File: src/rtl/lifo_arbiter.sv
// Two-port arbiter in front of a 16-entry LIFO: latches push/pop requests, grants one at a time,
// drives the LIFO strobes and tracks occupancy. Define LIFO_ARB_RR_EN for round-robin arbitration.
module lifo_arbiter #(
    parameter int DW    = 11,
    parameter int DEPTH = 15,
    parameter int CW    = 4
) (
    input  logic          clk,
    input  logic          rst,
    input  logic [1:0]    req_i,
    input  logic [1:0]    op_i,
    input  logic [DW-1:0] wdata0_i,
    input  logic [DW-1:0] wdata1_i,
    output logic [1:0]    busy_o,
    output logic [1:0]    ack_o,
    output logic          err_o,
    output logic [DW-1:0] rdata_o,
    output logic          lifo_wr_en,
    output logic          lifo_rd_en,
    output logic [DW-1:0] lifo_din,
    input  logic [DW-1:0] lifo_dout,
    output logic [CW-1:0] count_o,
    output logic          full_o,
    output logic          empty_o
);

    typedef enum logic [1:0] {IDLE, ACCESS, CAPTURE, RESP} state_t;

    state_t             state_reg, state_next;
    logic [1:0]         eligible;
    logic [1:0]         sel_op;
    logic [1:0][DW-1:0] sel_data;
    logic [1:0][DW-1:0] wdata_in;
    logic [1:0]         pend;
    logic [1:0]         clr_pend;
    logic               grant;

    logic               winner_reg;
    logic               op_reg;
    logic [DW-1:0]      data_reg;
    logic               err_flag_reg;
    logic [CW-1:0]      count_reg;
    logic [DW-1:0]      rdata_reg;
    logic [1:0]         ack_reg;
    logic               err_reg;

    logic               load, do_push, do_pop, set_err, capture, respond;
    logic               has_room, has_data;

    assign wdata_in = {wdata1_i, wdata0_i};

    genvar gi;
    generate
        for (gi = 0; gi < 2; gi++) begin : g_port
            logic          pend_reg;
            logic          op_pend_reg;
            logic [DW-1:0] wdata_pend_reg;

            // A request seen while already pending is dropped, not queued.
            always_ff @(posedge clk or posedge rst) begin
                if (rst) begin
                    pend_reg       <= 1'b0;
                    op_pend_reg    <= 1'b0;
                    wdata_pend_reg <= '0;
                end else if (clr_pend[gi]) begin
                    pend_reg <= 1'b0;
                end else if (req_i[gi] && !pend_reg) begin
                    pend_reg       <= 1'b1;
                    op_pend_reg    <= op_i[gi];
                    wdata_pend_reg <= wdata_in[gi];
                end
            end

            // Same-cycle requests bypass the latch so IDLE can grant them immediately.
            assign pend[gi]     = pend_reg;
            assign eligible[gi] = pend_reg | req_i[gi];
            assign sel_op[gi]   = pend_reg ? op_pend_reg : op_i[gi];
            assign sel_data[gi] = pend_reg ? wdata_pend_reg : wdata_in[gi];
        end
    endgenerate

`ifdef LIFO_ARB_RR_EN
    logic last_reg;

    always_comb begin
        if (eligible == 2'b11) grant = ~last_reg;
        else                   grant = ~eligible[0];
    end

    always_ff @(posedge clk or posedge rst) begin
        if (rst)       last_reg <= 1'b1;
        else if (load) last_reg <= grant;
    end
`else
    assign grant = ~eligible[0];
`endif

    assign has_room = (count_reg < CW'(DEPTH));
    assign has_data = (count_reg != '0);

    always_comb begin
        state_next = state_reg;
        load       = 1'b0;
        do_push    = 1'b0;
        do_pop     = 1'b0;
        set_err    = 1'b0;
        capture    = 1'b0;
        respond    = 1'b0;
        case (state_reg)
            IDLE: begin
                if (|eligible) begin
                    load       = 1'b1;
                    state_next = ACCESS;
                end
            end
            ACCESS: begin
                if (op_reg) begin
                    if (has_room) do_push = 1'b1;
                    else          set_err = 1'b1;
                    state_next = RESP;
                end else if (has_data) begin
                    do_pop     = 1'b1;
                    state_next = CAPTURE;
                end else begin
                    set_err    = 1'b1;
                    state_next = RESP;
                end
            end
            CAPTURE: begin
                capture    = 1'b1;
                state_next = RESP;
            end
            RESP: begin
                respond    = 1'b1;
                state_next = IDLE;
            end
            default: state_next = IDLE;
        endcase
    end

    assign clr_pend = respond ? (winner_reg ? 2'b10 : 2'b01) : 2'b00;

    always_ff @(posedge clk or posedge rst) begin
        if (rst) begin
            state_reg    <= IDLE;
            winner_reg   <= 1'b0;
            op_reg       <= 1'b0;
            data_reg     <= '0;
            err_flag_reg <= 1'b0;
            count_reg    <= '0;
            rdata_reg    <= '0;
            ack_reg      <= 2'b00;
            err_reg      <= 1'b0;
        end else begin
            state_reg <= state_next;
            if (load) begin
                winner_reg   <= grant;
                op_reg       <= sel_op[grant];
                data_reg     <= sel_data[grant];
                err_flag_reg <= 1'b0;
            end
            if (set_err) err_flag_reg <= 1'b1;
            if (do_push)     count_reg <= count_reg + 1'b1;
            else if (do_pop) count_reg <= count_reg - 1'b1;
            // LIFO dout already shows the popped entry one cycle after rd_en.
            if (capture) rdata_reg <= lifo_dout;
            ack_reg <= clr_pend;
            err_reg <= respond & err_flag_reg;
        end
    end

    assign busy_o     = pend;
    assign ack_o      = ack_reg;
    assign err_o      = err_reg;
    assign rdata_o    = rdata_reg;
    assign lifo_wr_en = do_push;
    assign lifo_rd_en = do_pop;
    assign lifo_din   = data_reg;
    assign count_o    = count_reg;
    assign full_o     = (count_reg == CW'(DEPTH));
    assign empty_o    = (count_reg == '0);

endmodule

File: config.mk
export PLATFORM = sky130hd
export DESIGN_NAME = lifo_arbiter
export DESIGN_NICKNAME = d
export VERILOG_FILES = /design/src/rtl/lifo_arbiter.sv
export SDC_FILE = /design/constraint.sdc
export NUM_CORES = 1
export LEC_CHECK = 0
export BUFFER_PORTS_ARGS = -buffer_cell sky130_fd_sc_hd__buf_2
export CELL_PAD_IN_SITES_DETAIL_PLACEMENT = 1
export CELL_PAD_IN_SITES_GLOBAL_PLACEMENT = 2
export CORE_MARGIN = 4
export CORE_UTILIZATION = 37
export CTS_BUF_LIST = sky130_fd_sc_hd__clkbuf_16
export DETAILED_ROUTE_END_ITERATION = 10
export GPL_TIMING_DRIVEN = 0
export MAX_ROUTING_LAYER = met4
export PLACE_DENSITY = 0.81
export REMOVE_ABC_BUFFERS = 1
export SYNTH_ARGS = -nofsm -noshare
export SYNTH_HDL_FRONTEND = slang
export SYNTH_SLANG_ARGS = --single-unit
File: constraint.sdc
create_clock -name clk -period 4.1 [get_ports clk]
set_input_delay 0.205 -clock clk [delete_from_list [all_inputs] [get_ports clk]]
set_output_delay 0.205 -clock clk [all_outputs]
set_load 0.1 [all_outputs]
# Word level (Yosys, flattened, before mapping)
# Index checks and enable logic that the tools add are counted.
# word_totals
regBits,60
latch_bits,0
ramBits,0
rom_bits,0
inputBits,39
elab_cells,80
memories,0
# classes
addsub,2
multipliers,0
div,0
n_lt_le_gt_ge,2
eq_ne,5
shifts,0
muxes,36
bitwise_logic,6
n_reduce_logical,14
# ops
op,count
11-bit 2-to-1 mux,4
1-bit 2-to-1 mux,26
4-bit 2-to-1 mux,2
2-bit one-hot mux with 4 select lines,1
2-bit nonzero test,4
2-bit 2-to-1 mux,3
"4-bit by 1-bit adder with 4-bit output, second input constant",1
"2-bit == test, second input constant",2
"4-bit == test, second input constant",1
4-bit logical NOT,1
"4-bit < comparator, second input constant",1
2-bit AND reduction,2
4-bit nonzero test,1
"4-bit by 1-bit subtractor with 4-bit output, second input constant",1
1-bit inverter,3
"2-bit by 1-bit == test with 1-bit output, second input constant",1
1-bit logical AND,2
1-bit logical NOT,2
2-bit logical NOT,1
"1-bit by 2-bit < comparator with 1-bit output, second input constant",1
"2-bit inequality test, second input constant",1
1-bit OR,2
2-bit OR reduction,1
1-bit bitwise AND,1

# Depth between registers and ports, before layout
# Gate-level depths: netlist of run 1.
# logic_depth
depth_word,6
ltp_mapped,8
ltp_nobuf,8

# Worst setup path after synthesis of run 1
# No wires, ideal clock.
# synth_path
kind,register to register
startpoint,"register count_reg[0], in the netlist count_o[0]"
endpoint,"register count_reg[3], in the netlist count_o[3]"
setup_time_ps,160
t_arrival_ps,4679
path_slack_ps,-738
path_stages_with_launch,5
n_path_buf,0
synth_period_minus_slack_ps,4838
cell_sequence,dfrtp_1 nor4_2 nor3_1 mux2i_1 xnor2_1
# synth_via
elab_chain_len,5
# synth_rtl
element,line_no,text
start: declaration,42,logic [CW-1:0] count_reg;
start signal: assignment,163,if (do_push) count_reg <= count_reg + 1'b1;
start signal: assignment,164,else if (do_pop) count_reg <= count_reg - 1'b1;
4-bit nonzero test,99,assign has_data = (count_reg != '0);
1-bit 2-to-1 mux,121,end else if (has_data) begin
1-bit 2-to-1 mux,117,if (op_reg) begin
1-bit 2-to-1 mux,109,case (state_reg)
net lifo_rd_en,19,"output logic lifo_rd_en,"
2-bit nonzero test (no source line),-,
# The timed path passes the listed nets, and every way through them passes these cells. The select of a mux whose other input is x is not followed.
# A chain may end at the register's enable or synchronous reset.

# Final worst setup path of run 1
# layout_path
startpoint,register state_reg[1]
endpoint,"register count_reg[3], in the netlist count_o[3]"
# layout_via
elab_chain_len,3
# layout_rtl
element,line_no,text
start: declaration,29,"state_t state_reg, state_next;"
start signal: assignment,155,state_reg <= state_next;
2-bit by 1-bit == test with 1-bit output (*),109,
1-bit 2-to-1 mux,109,
4-bit 2-to-1 mux or 2-bit nonzero test (tied branches),-,
# Mark *: on every way between the ends. The rest lies on a longest branch, timed or not.

==> results.cfg, run 1 <==
[sta]
slew_headroom_pct = 33.06
report.final.setup_viol = 0
fmax_ghz = 0.4581
final.setup_skew_ns = 0.004842
hold_viol_final = 0
slew_viol_final = 0
fin_crit_sh_pct = 53.24
whs_ns = 0.03573
tns_ns = 0
rsz0062_at_grt = false
min_period_ns = 2.183
tightest_slew_ns = 1.004

[synthesis]
synth_commonest_cells = dfrtp_1 (60), o21ai_0 (28), mux2i_1 (25), nand2_1 (25), mux2_4 (23)
syn_avg_cell_area_sq_um = 12.74
synth-seq-cells = 60
synthFlopType = dfrtp_1
synth_top_area_share_pct = 51.48
syn_area_sq_um = 2917
ys_seq_area_share_pct = 51.48
yosysMostFrequentCell = dfrtp_1
synth_cells = 229
synth-edff-count = 0
synth_cell_types = 32
synthTopCellsByArea = dfrtp_1 (51%), mux2_4 (12%), mux2i_1 (8.6%), mux2_2 (5.8%), o21ai_0 (4.8%)
yosys.area.top_type = dfrtp_1
yosys_warnings = 0
async_flop_share_pct = 100.0

[cells_and_area]
layout-drive-gt1-share_pct = 44.77
finalCoreUtilization_pct = 47.87
fillers = 851
largest_reg_flops = 22
final_nets = 347
syn2layout_area_growth_pct = 26.17
antennaDiodeCount = 0

[die]
fp-row-count = 32
io-pin-count = 74
die_x_microns = 96.79
die-area_sq_um = 9367
core-area_sq_um = 7687
die_y_microns = 96.79
initial_core_util_pct = 37.94

[clocking]
clk_path_buf_depth = 2
postCtsSetupRepairBufs = 0
clk_pin_slew_ns = 0.05
h-tree-depth = 3
cts-buffers-inserted = 9
cts.sinks = 60
cts_resized = 0
clk_latency_ns = 0.32
root_buffer = clkbuf_16
holdBufCountCts = 0
cts_tree = done

[global_routing]
grt_use_met1_pct = 18.99
use_met3_pct = 4.398
grt.total_usage_pct = 14.77
antenna_found_initial = 0
top_usage_layer = met2
grt_pass1_wl_mm = 10.67
grt_pass1_vias = 2108
grt-ovfl-total = 0
use_met2_pct = 21.60
grt_max_degree = 37

[critical_path]
crit_path_max_incr_delay_ns = 0.41
r2r_slack_ns = 1.92
cp-start-kind = register
slowest_stage = dfrtp_1
cp.arrival_ns = 2.42
cpMostUsedCell = ha_1
cp.required_ns = 4.34
reg2reg_depth = 8
endpoint_kind = register
r2r_end = count_o[3]$_DFFE_PP0P_
worstReg2RegStart = state_reg[1]$_DFFE_PP0P_
worstPathCellList = inv_1, ha_1, nand3_1, ha_1, a21o_2, a21oi_1, mux2i_1, xnor2_1
crit_fanout = 4
crit_type = reg -> reg

[hold_path]
hold_path.class = in -> async

[detailed_routing]
drt_iter0_markers = 51
drtAntennaViolNets = 0
via_count = 1974
drc = 0
firstDrtPassIters = 4
wirelength_mm = 6.332
drt-wirelength-per-cell_microns = 15.52
vias_per_cell = 4.838

[place]
port_buffers = 73
gp_congestion = 0.7400
place_hpwl_mm = 4.356

[run]
maxCapViolations = 0

[outcome]
status = complete, no violations
## worst max-delay path, delay by kind of cell, from the launching register on
family                   cells  cell delay, ns
AO/OA/AOI/OAI                2            0.39
XOR/XNOR                     1            0.14
adder cells (fa/ha/maj)      2            0.58
buffers and inverters        1            0.12
flip-flops                   1            0.41
multiplexers                 1            0.25
AND/OR/NAND/NOR              1            0.22
## worst max-delay path by stage
stage                     cells past startpoint                                 endpoint                           start
final                                         8                   count_o[3]$_DFFE_PP0P_        state_reg[1]$_DFFE_PP0P_
after floorplan                               4                   count_o[3]$_DFFE_PP0P_          count_o[0]$_DFFE_PP0P_
after CTS                                     2                  lifo_din[3]$_DFFE_PP0P_  g_port[0].pend_reg$_DFFE_PP0P_
after detailed placement                      2                  lifo_din[3]$_DFFE_PP0P_  g_port[0].pend_reg$_DFFE_PP0P_
after global placement                        2  g_port[0].wdata_pend_reg[0]$_DFFE_PP0P_                             rst
after global routing                          8                   count_o[3]$_DFFE_PP0P_        state_reg[1]$_DFFE_PP0P_
## routing by layer
layer | wire length [microns] | vias up
met5 | 0 | -
li1 | - | 936
met4 | 102 | 0
met2 | 2907 | 57
met1 | 2993 | 972
met3 | 328 | 9
## per-stage QoR
stage / setup WS [ns] / cell area (sq um) / std cells
finish: 1.917 / 3680 / 408
global route: 1.781 / 3680 / 408
CTS: 1.477 / 3669 / 407
detailed placement: 1.488 / 3336 / 391
global placement: 1.530 / 3316 / 390
floorplan: -0.7385 / 2823 / 215
## final cells by class
type	instances	area [sq um]	area share (%)
multi-input cells	149	1299	35.29
flip-flops and latches	60	1501	40.80
well taps	102	127.6	3.468
clock inverters	7	107.6	2.924
repair buffers	75	396.6	10.78
clock buffers	9	225.2	6.120
inverters	6	22.52	0.6120
## kinds of logic (layout without fill, tap and decap cells)
| logic type | count (synthesis) | after routing | synth area share (%) |
|---|---|---|---|
| buf+inv | 20 | 97 | 3.989 |
| flops | 60 | 60 | 51.48 |
| fa+ha+maj | 7 | 7 | 3.260 |
| xor+xnor | 3 | 3 | 0.9011 |
| compound gates | 35 | 35 | 7.250 |
| simple gates | 41 | 41 | 6.907 |
| mux | 63 | 63 | 26.21 |
## cell usage in the layout, fill, tap and decap left out, drive strengths merged, types with 3 or more instances in the layout
cell type   n
dfrtp      60
inv         8
ha          6
mux2       38
o21ai      29
nand2      25
mux2i      25
buf        75
bufinv      3
nor2        4
clkbuf      9
Power of run 1 is not shown: default switching activity piles up to over one toggle a cycle in this logic, so the estimate is an artifact.
==> inputs of run 2 (changes only) <==
- CORE_UTILIZATION: 37 -> 31
- PLACE_DENSITY: 0.81 -> 0.72
- clock period: 4.1 -> 2 ns (I/O delays scaled with it)
==> results.cfg, run 2 (synthesis results as in run 1) <==
[die]
die-area_sq_um = 11020
die_x_microns = 105.0
fp-row-count = 35
core-area_sq_um = 9196
die_y_microns = 105.0
io-pin-count = 74
initial_core_util_pct = 31.71

[cells_and_area]
final_nets = 356
final_cell_area_sq_um = 3796
fin_cells = 426
syn2layout_area_growth_pct = 30.16
final_common_cell = buf_2
largest_reg_flops = 22
antennaDiodeCount = 0
layout_common_cells = buf_2 (72), dfrtp_1 (57), o21ai_0 (28)
layout-drive-gt1-share_pct = 46.98

[clocking]
cts-buffers-inserted = 9
h-tree-depth = 3
clk_pin_slew_ns = 0.05
root_buffer = clkbuf_16
clk_latency_ns = 0.33
cts_tree = done
clk_path_buf_depth = 2
cts.sinks = 60

[global_routing]
grt_max_degree = 32
antenna_found_initial = 0
grt-ovfl-total = 0
grt_pass1_wl_mm = 11.50
grt.total_usage_pct = 13.75
grt_pass1_vias = 2185

[critical_path]
crit_path_max_incr_delay_ns = 0.41
cp.required_ns = 2.25
cp.arrival_ns = 2.12
crit_fanout = 4
slowest_stage = dfrtp_1
crit_type = reg -> reg
endpoint_kind = register
cp-start-kind = register
worstPathCellList = inv_2, ha_4, nand3_4, ha_1, a21o_2, a21oi_2, mux2i_1, xnor2_1

[detailed_routing]
drtAntennaViolNets = 0
drt_iter0_markers = 44
via_count = 2030
vias_per_cell = 4.765
firstDrtPassIters = 3
wirelength_mm = 6.815
drc = 0
drt-wirelength-per-cell_microns = 16.00

[sta]
report.final.setup_viol = 0
hold_viol_final = 0
fmax_ghz = 0.5334
slew_headroom_pct = 53.40
tns_ns = 0
whs_ns = 0.01148
final.setup_skew_ns = 0.007055
rsz0062_at_grt = false
slew_viol_final = 0
min_period_ns = 1.875
fin_crit_sh_pct = 93.74
tightest_slew_ns = 0.6980

[place]
port_buffers = 73
dp.cells = 400
gp_congestion = 0.7024
place_area_sq_um = 3347
place_hpwl_mm = 4.430

[outcome]
status = complete, no violations

[hold_path]
hold_path.class = in -> reg

[run]
maxCapViolations = 0
[run 2: cell types whose count changed in the layout (fill, tap and decap cells not counted), moves of 3 or more]
cell / previous run / this run
buf_4: 0 / 5
dfrtp_1: 60 / 57
dfrtp_2: 0 / 3
dlygate4sd3_1: 0 / 4
[run 2: final timing paths]
check / startpoint / end / slack, ns / depth (start not counted)
worst max-delay path: state_reg[1]$_DFFE_PP0P_ / count_o[3]$_DFFE_PP0P_ / 0.13 / 8
worst min-delay path: lifo_dout[3] / rdata_o[3]$_DFFE_PP0N_ / 0.01 / 2
worst max register to register: state_reg[1]$_DFFE_PP0P_ / count_o[3]$_DFFE_PP0P_ / 0.13 / 8
worst min register to register: lifo_din[1]$_DFFE_PP0P_ / lifo_din[1]$_DFFE_PP0P_ / 0.48 / 2
max in group asynchronous: rst / count_o[0]$_DFFE_PP0P_ / 0.95 / 4
min in group asynchronous: rst / lifo_din[10]$_DFFE_PP0P_ / 0.44 / 3
[run 2: layer usage]
layer | GRT usage [%] | wire, microns
met1 | 17.54 | 3124
met2 | 20.62 | 3184
met3 | 3.830 | 380
met4 | 5.623 | 126
met5 | - | 0
[run 2: through the flow]
step | setup WS [ns] | util [%]
after global routing | 0.01945 | 41.28
after floorplan | -2.838 | -
after detailed placement | -0.5589 | 36.39
after global placement | -0.5774 | 36.18
final | 0.1251 | 41.28
after CTS | 0.03594 | 41.03
[run 2: worst max-delay path: cells and delay by family, from the launching register on]
kind	cells	cell delay, ns
AOI/OAI and AO/OA	2	0.36
and+or+nand+nor	1	0.10
muxes	1	0.22
DFF	1	0.41
xor gates and xnor gates	1	0.13
adders and majority gates	2	0.47
buffers and inverters	1	0.10
[run 2: repair_timing]
item	in CTS	in global routing
setup buffers	4	1
pin swaps	2	1
gates resized for setup	7	4
hold endpoints to repair	32	0
gates cloned	1	0
hold buffers	4	0
endpoints found under the setup margin	19	2
[run 2: area by class of cell]
type / instances / area, sq um
clock buffers: 9 / 225.2
clock inverters: 7 / 83.83
fillers: 1008 / 5400
inverters: 6 / 22.52
multi-input cells: 150 / 1355
flip-flops and latches: 60 / 1505
well taps: 111 / 138.9
repair buffers: 83 / 465.4
Power of run 2 is left out for the same reason.
==> inputs of run 3 (changes only) <==
- CORE_ASPECT_RATIO: default -> 0.75
- CORE_MARGIN: 4 -> default
- GPL_ROUTABILITY_DRIVEN: default -> 0
==> results.cfg, run 3 (synthesis results as in run 1) <==
[detailed_routing]
drc = 0
vias_per_cell = 4.543
drtAntennaViolNets = 0
wirelength_mm = 6.755
via_count = 2017
drt_iter0_markers = 77
drt-wirelength-per-cell_microns = 15.21
firstDrtPassIters = 3

[global_routing]
grt_max_degree = 38
grt-ovfl-total = 0
grt.total_usage_pct = 15.72
grt_pass1_wl_mm = 11.29
grt_pass1_vias = 2188
antenna_found_initial = 0

[sta]
whs_ns = 0.01233
hold_viol_final = 0
report.final.setup_viol = 0
min_period_ns = 1.923
final.setup_skew_ns = 0.007086
fin_crit_sh_pct = 96.14
slew_headroom_pct = 61.36
fmax_ghz = 0.5201
slew_viol_final = 0
rsz0062_at_grt = false
tightest_slew_ns = 0.5797

[run]
maxCapViolations = 0

[cells_and_area]
finalCoreUtilization_pct = 41.85
final_common_cell = buf_2
syn2layout_area_growth_pct = 30.33
final_nets = 357
antennaDiodeCount = 0
layout_common_cells = buf_2 (72), dfrtp_1 (56), o21ai_0 (28)
largest_reg_flops = 22
layout-drive-gt1-share_pct = 47.15

[clocking]
cts_tree = done
clk_path_buf_depth = 2
clk_pin_slew_ns = 0.05
h-tree-depth = 3
root_buffer = clkbuf_16
clk_latency_ns = 0.32
cts.sinks = 60
cts-buffers-inserted = 9

[critical_path]
crit_type = reg -> reg
cp_num_buf_inv = 1
slowest_stage = or3b_4
crit_fanout = 12
path_delay_family = simple AND/OR/NAND/NOR gates
worstPathCellList = buf_4, ha_1, nor2b_1, or3b_4, mux2_4
cp.required_ns = 2.20
cp-start-kind = register
endpoint_kind = register
crit_path_max_incr_delay_ns = 0.53
cp.arrival_ns = 2.12

[hold_path]
hold_path.class = in -> reg

[die]
core-area_sq_um = 9084
die-area_sq_um = 9804
io-pin-count = 74
initial_core_util_pct = 32.11
die_y_microns = 86
fp-row-count = 30
die_x_microns = 114

[place]
place_hpwl_mm = 4.411
port_buffers = 73

[outcome]
status = complete, no violations
## run 3: cell count changes in the layout (fill, tap and decap cells not counted), sizes merged
cell / delta
inv: -1
buf: +1
bufinv: -1
clkinvlp: -1
clkinv: +3
## run 3: cell type report
cell class                 count  area (sq um)
clock inverter                 7         58.81
sequential                    60          1506
multi-input combinational    150          1355
clock buffer                   9         225.2
inverter                       6         22.52
tap                          128         160.2
fill                        1011          5283
timing repair buffer          84         473.0
## run 3: metal layers
| metal | part of all wire [%] | global-route usage (%) | routed length [microns] |
|---|---|---|---|
| met3 | 4.7 | 4.664 | 320 |
| met2 | 44 | 23.86 | 2993 |
| met4 | 1.2 | 4.959 | 81 |
| met5 | 0 | - | 0 |
| met1 | 50 | 20.15 | 3359 |
## run 3: worst reg2reg max path: stages, from the launching register on
cell,delay [ns]
dfrtp_1,0.41
buf_4,0.15
ha_1,0.20
nor2b_1,0.17
or3b_4,0.53
mux2_4,0.35
## run 3: path summary, 6_finish.rpt
kind                                          start                                       end  slack (ns)  depth (start not counted)
max                        state_reg[1]$_DFFE_PP0P_  g_port[0].wdata_pend_reg[10]$_DFFE_PP0P_        0.08                          5
min                                    lifo_dout[2]                    rdata_o[2]$_DFFE_PP0N_        0.01                          2
max reg2reg                state_reg[1]$_DFFE_PP0P_  g_port[0].wdata_pend_reg[10]$_DFFE_PP0P_        0.08                          5
min reg2reg                 lifo_din[4]$_DFFE_PP0P_                   lifo_din[4]$_DFFE_PP0P_        0.48                          2
max in group asynchronous                       rst                    count_o[0]$_DFFE_PP0P_        1.03                          4
min in group asynchronous                       rst                   lifo_din[4]$_DFFE_PP0P_        0.36                          3
## run 3: timing repair
| action | 4_1_cts | 5_1_grt |
|---|---|---|
| pin swaps | 2 | 2 |
| buffers inserted | 4 | 2 |
| setup endpoints to repair | 16 | 2 |
| cloned | 1 | 0 |
| hold endpoints to repair | 25 | 1 |
| gates resized for setup | 7 | 5 |
| hold buffers | 3 | 1 |
## run 3: per-stage QoR
stage	setup slack [ns]	cells	instance area, sq um	TNS, ns
3_5_place_dp	-0.5603	417	3368	-6.529
4_1_cts	0.006757	441	3760	0
2_1_floorplan	-2.838	215	2823	-21.70
6_report	0.07719	444	3801	0
3_3_place_gp	-0.5200	416	3348	-36.93
5_1_grt	0.002077	444	3801	0
Power of run 3 is left out for the same reason.
